==> src/rtl/fetch_unit_if.sv <==
// Fetch-unit bus: instruction-memory request/response and the decode-side handshake.
// The master modport is the fetch unit; the slave modport is memory plus decode.
interface fetch_unit_if;
    logic        imem_req;
    logic [31:0] imem_addr;
    logic        imem_gnt;
    logic        imem_rvalid;
    logic [31:0] imem_rdata;
    logic        instr_valid;
    logic        instr_ready;
    logic [31:0] instr;
    logic [31:0] instr_pc;
    logic        redirect;
    logic [31:0] redirect_pc;

    modport master (
        output imem_req, imem_addr, instr_valid, instr, instr_pc,
        input  imem_gnt, imem_rvalid, imem_rdata, instr_ready, redirect, redirect_pc
    );

    modport slave (
        input  imem_req, imem_addr, instr_valid, instr, instr_pc,
        output imem_gnt, imem_rvalid, imem_rdata, instr_ready, redirect, redirect_pc
    );
endinterface

==> src/rtl/fetch_unit.sv <==
// Instruction fetch: PC, single-outstanding memory request, and an in-order
// FIFO of {word, pc} entries feeding decode. A redirect flushes and restarts.
module fetch_unit #(
    parameter logic [31:0] RESET_PC = 32'h0000_0000,
    parameter int          DEPTH    = 4            // power of two, >= 2
) (
    input  logic          clk,
    input  logic          reset_n,
    fetch_unit_if.master  bus
);
    localparam int AW = $clog2(DEPTH);
    localparam int CW = AW + 1;

    typedef struct packed {
        logic [31:0] word;
        logic [31:0] pc;
    } entry_t;

    entry_t          mem [DEPTH];
    entry_t          head;
    logic [31:0]     pc;
    logic [31:0]     req_pc;
    logic [AW-1:0]   rd_ptr;
    logic [AW-1:0]   wr_ptr;
    logic [CW-1:0]   count;
    logic [CW-1:0]   occ;
    logic            inflight;
    logic            drop;
    logic            reset_n_q;
    logic            grant;
    logic            push;
    logic            pop;

    // Space check counts the outstanding response but not a same-cycle pop.
    assign occ             = count + CW'(inflight);
    assign bus.imem_req    = reset_n_q & ~bus.redirect & (occ < CW'(DEPTH));
    assign bus.imem_addr   = pc;
    assign grant           = bus.imem_req & bus.imem_gnt;
    assign push            = bus.imem_rvalid & inflight & ~drop & ~bus.redirect;
    assign pop             = bus.instr_valid & bus.instr_ready & ~bus.redirect;

    assign bus.instr_valid = (count != '0);
    assign head            = bus.instr_valid ? mem[rd_ptr] : '0;
    assign bus.instr       = head.word;
    assign bus.instr_pc    = head.pc;

    always_ff @(posedge clk) begin
        reset_n_q <= reset_n;
        if (!reset_n) begin
            pc       <= {RESET_PC[31:2], 2'b00};
            req_pc   <= '0;
            rd_ptr   <= '0;
            wr_ptr   <= '0;
            count    <= '0;
            inflight <= 1'b0;
            drop     <= 1'b0;
        end else if (bus.redirect) begin
            pc       <= {bus.redirect_pc[31:2], 2'b00};
            rd_ptr   <= '0;
            wr_ptr   <= '0;
            count    <= '0;
            inflight <= 1'b0;
            // A response still owed after the flush must be swallowed.
            drop     <= inflight & ~bus.imem_rvalid;
        end else begin
            inflight <= grant;
            drop     <= 1'b0;
            if (grant) begin
                pc     <= pc + 32'd4;
                req_pc <= pc;
            end
            if (push) wr_ptr <= wr_ptr + AW'(1);
            if (pop)  rd_ptr <= rd_ptr + AW'(1);
            case ({push, pop})
                2'b10:   count <= count + CW'(1);
                2'b01:   count <= count - CW'(1);
                default: count <= count;
            endcase
        end
    end

    // Storage needs no reset; count gates visibility of every entry.
    always_ff @(posedge clk) begin
        if (push && reset_n) mem[wr_ptr] <= {bus.imem_rdata, req_pc};
    end
endmodule

==> src/flat_wrapper.sv <==
// flat-port wrapper written by rule: the top's interface ports become plain ports
module fetch_unit_flat 
#(
    parameter logic [31:0] RESET_PC = 32'h0000_0000,
    parameter int          DEPTH    = 4                                 
)
  (clk, reset_n, bus_imem_req, bus_imem_addr, bus_instr_valid, bus_instr, bus_instr_pc, bus_imem_gnt, bus_imem_rvalid, bus_imem_rdata, bus_instr_ready, bus_redirect, bus_redirect_pc);
  fetch_unit_if bus_i ();
  input  logic clk;
  input  logic reset_n;
  output wire logic [$bits(bus_i.imem_req)-1:0] bus_imem_req;
  output wire logic [$bits(bus_i.imem_addr)-1:0] bus_imem_addr;
  output wire logic [$bits(bus_i.instr_valid)-1:0] bus_instr_valid;
  output wire logic [$bits(bus_i.instr)-1:0] bus_instr;
  output wire logic [$bits(bus_i.instr_pc)-1:0] bus_instr_pc;
  input wire logic [$bits(bus_i.imem_gnt)-1:0] bus_imem_gnt;
  input wire logic [$bits(bus_i.imem_rvalid)-1:0] bus_imem_rvalid;
  input wire logic [$bits(bus_i.imem_rdata)-1:0] bus_imem_rdata;
  input wire logic [$bits(bus_i.instr_ready)-1:0] bus_instr_ready;
  input wire logic [$bits(bus_i.redirect)-1:0] bus_redirect;
  input wire logic [$bits(bus_i.redirect_pc)-1:0] bus_redirect_pc;
  assign bus_imem_req = bus_i.imem_req;
  assign bus_imem_addr = bus_i.imem_addr;
  assign bus_instr_valid = bus_i.instr_valid;
  assign bus_instr = bus_i.instr;
  assign bus_instr_pc = bus_i.instr_pc;
  assign bus_i.imem_gnt = bus_imem_gnt;
  assign bus_i.imem_rvalid = bus_imem_rvalid;
  assign bus_i.imem_rdata = bus_imem_rdata;
  assign bus_i.instr_ready = bus_instr_ready;
  assign bus_i.redirect = bus_redirect;
  assign bus_i.redirect_pc = bus_redirect_pc;
  fetch_unit #(.RESET_PC(RESET_PC), .DEPTH(DEPTH)) u_core (.clk(clk), .reset_n(reset_n), .bus(bus_i));
endmodule
==> config.mk <==
export PLATFORM = sky130hd
export DESIGN_NAME = fetch_unit_flat
export DESIGN_NICKNAME = d
export VERILOG_FILES = /design/src/rtl/fetch_unit_if.sv /design/src/rtl/fetch_unit.sv /design/src/flat_wrapper.sv
export SDC_FILE = /design/constraint.sdc
export NUM_CORES = 1
export LEC_CHECK = 0
export BUFFER_PORTS_ARGS = -buffer_cell sky130_fd_sc_hd__buf_2
export CAP_MARGIN = 20
export CORE_MARGIN = 10
export CORE_UTILIZATION = 28
export CTS_CLUSTER_SIZE = 25
export DETAILED_ROUTE_END_ITERATION = 8
export PLACE_DENSITY = 0.49
export SETUP_SLACK_MARGIN = 0.1
export SLEW_MARGIN = 20
export SYNTH_ARGS = -nofsm -noshare
export SYNTH_HDL_FRONTEND = slang
export SYNTH_SLANG_ARGS = --single-unit
==> constraint.sdc <==
create_clock -name clk -period 4.4 [get_ports clk]
set_input_delay 0.88 -clock clk [delete_from_list [all_inputs] [get_ports clk]]
set_output_delay 0.88 -clock clk [all_outputs]
set_load 0.03 [all_outputs]
==> results by group <==
CTS
  – Post-CTS Hold Buffers: 0
  – Sink Count: 320
  – TritonCTS buffer count: 37
  – Root Driver: clkbuf_16
  – CTS HTree Levels: 2
  – Worst skew pair latency: 0.54 ns
  – CTS max path bufs: 3
  – Resize count post-CTS: 0
  – Clock transition at path regs: 0.06 ns
  – Post-CTS setup buffer count: 0
  – CTS tree: yes

Power
  – VDD IR max: 0.000201 V
  – Cell Pwr Density: 410 nW/µm²
  – Leak Pwr: 5.35 nW

Drt
  – WL/cell: 20.0 µm
  – Initial DRC count: 580
  – DRT antenna net count: 0
  – Via-per-instance ratio: 4.63
  – DRC: 0
  – DR pass1 iterations: 5
  – Via count: 7,520
  – Final WL: 32.4 mm

Synth
  – Post-Syn Area: 12,800 µm²
  – Post-synth cell types: 58
  – Ys async rst share: 0%
  – Syn_area_per_cell: 15.6 µm²
  – Sequential element share of the synthesized area: 69.4%
  – #FFs+latches synth: 320
  – Yosys Warn Count: 0
  – Mapped Cells: 820
  – Main flop type after synthesis: edfxtp_1
  – EDFF count, synth: 248

Final layout
  – Commonest non-fill, non-tap cell in the layout: edfxtp_1
  – Layout cells sized above 1: 31.2%
  – Antenna diode count: 0
  – Layout Area Growth over Synthesis: 21.4%
  – Most frequent cells in the layout: edfxtp_1 (248), buf_2 (161), nand2_1 (91)
  – Nets@finish: 1,071
  – Final-layout fill cell count: 4,449

Placement
  – Hpwl dp: 21.2 mm
  – I/O Buffers: 161
  – Dpl ws: 1.28 ns
  – Global placer's final weighted congestion: 0.771

Die
  – Io pins: 168
  – FP Rows: 78
  – Initial Util: 28.3%
  – Die Area: 54,700 µm²
  – Die width: 234 µm
  – Placeable Area: 45,300 µm²
  – Die span in y: 234 µm

Min path
  – Hold Crit Class: flop to flop
  – Hold depth: 2

STA
  – Final Max Tran Viols: 0
  – Setup TNS: 0 ns
  – Minimum clock period: 3.35 ns
  – Tcrit/Tclk final: 76.2%
  – Worst Skew: 0.0162 ns
  – Worst Tran Pin Value: 0.904 ns
  – Slew HR: 39.7%
  – Max Fclk: 0.298 GHz
  – Setup slack after layout: 1.05 ns
  – Final hold violations: 0
  – Unrepaired setup endpoints after global routing: false
  – # setup viols final: 0

Critical path
  – CP required: 3.52 ns
  – CP Max Fanout: 42
  – Critical path, cell by cell: buf_4 > mux4_2 > nor2b_1 > buf_2
  – Endpoint class of the critical path: output port
  – Slowest stage delay, CP: 0.80 ns
  – Crit path max-delay cell type: dfxtp_4
  – Critical path data arrival time: 2.47 ns
  – Path depth of the worst reg2reg path: 8
  – Worst Setup Path Type: flop to output port
  – Startpoint types: flop

Global route
  – Global-route wire length before repair: 50.0 mm
  – Antenna violations before repair: 0
  – Vias in the first global route: 8,036
  – Grt ovf: 0
  – Largest net degree at the start of global routing: 64
  – GRT Total Usage: 12.0%

Run status
  – Status: finished, final reports clean

Flow run
  – Max-cap violation count: 0
where the power goes:
part,switching (W),internal (W)
combinational,0.000132,0.0000644
sequential,0.0000415,0.00326
clock,0.00119,0.00169
metal layers:
metal	part of all wire [%]	track usage, %	vias up	routed length [µm]
li1	-	-	3504	-
met1	46	16.1	3761	15000
met2	45	18.6	216	14700
met3	6.6	3.67	39	2150
met4	1.7	3.14	0	549
met5	0	0	-	0
state kept, by name, indices dropped and copies added (netlist names), named ones only:
| name | cells |
|---|---|
| u_core.mem | 248 |
| u_core.bus.imem_addr | 30 |
| u_core.req_pc | 30 |
| u_core.count | 3 |
| u_core.rd_ptr | 2 |
| u_core.wr_ptr | 2 |
| u_core.drop | 1 |
| u_core.inflight | 1 |
| u_core.reset_n_q | 1 |
cell type report:
type / instances / area, µm² / share of cell area, %
Tap cell: 600 / 751 / 4.83
Clock inverter: 17 / 116 / 0.748
Inverter: 15 / 56.3 / 0.362
Sequential cell: 320 / 8900 / 57.2
Clock buffer: 51 / 1020 / 6.56
Timing Repair Buffer: 181 / 1030 / 6.63
Multi-Input combinational cell: 439 / 3680 / 23.7
cells by family (layout without fill, tap and decap cells):
logic type,count (synthesis),in the layout,synth area share (%)
flops,320,320,69.4
simple gates,244,244,10.4
compound gates,104,104,4.86
mux,73,73,11.9
buf+inv,64,264,2.20
fa+ha+maj,7,7,0.742
xor+xnor,7,7,0.478
other cells,1,4,0.0293
synthesized netlist by cell type, types with 4 or more instances:
cell type	number	area, µm²
a21oi_1	57	285
a22oi_1	5	37.5
a31oi_1	8	50.1
and3_1	10	62.6
buf_2	15	75.1
buf_4	6	45.0
clkbuf_1	25	93.8
dfxtp_1	72	1440
edfxtp_1	248	7450
ha_1	6	75.1
inv_1	14	52.6
mux2_2	6	67.6
mux2i_1	4	40.0
mux4_2	62	1400
nand2_1	91	342
nand3_1	13	65.1
nand4_1	7	43.8
nor2_1	16	60.1
nor2b_1	62	388
nor3_1	5	25.0
nor4_1	11	68.8
o21a_1	4	30.0
o21ai_0	9	45.0
or3_1	4	25.0
xnor2_1	4	35.0
worst paths after layout:
check,startpoint,to,slack (ns)
hold / removal,u_core.req_pc[26],u_core.req_pc[26],0.50
setup reg to reg,u_core.count[2],u_core.count[2],2.15
setup / recovery,flop,bus_instr[20],1.05
hold reg to reg,u_core.req_pc[26],u_core.req_pc[26],0.50
critical path, delay by kind of cell, from the launching register on:
kind / cells / cell delay [ns]
simple gates: 1 / 0.15
buf+inv: 2 / 0.57
flops: 1 / 0.80
mux: 1 / 0.36
stage by stage:
step	std cells	cell area [µm²]	hold slack, ns	total power [W]	util, %
after CTS	1623	15600	0.497	0.00647	34.3
final	1623	15600	0.499	0.00637	34.3
after floorplan	823	12800	0.460	0.00346	-
after global routing	1623	15600	0.531	0.00662	34.3
after detailed placement	1555	14400	0.489	0.00356	31.8
after global placement	1555	14400	0.486	0.00356	31.8
Note: power is estimated with default switching activity, not from simulation.
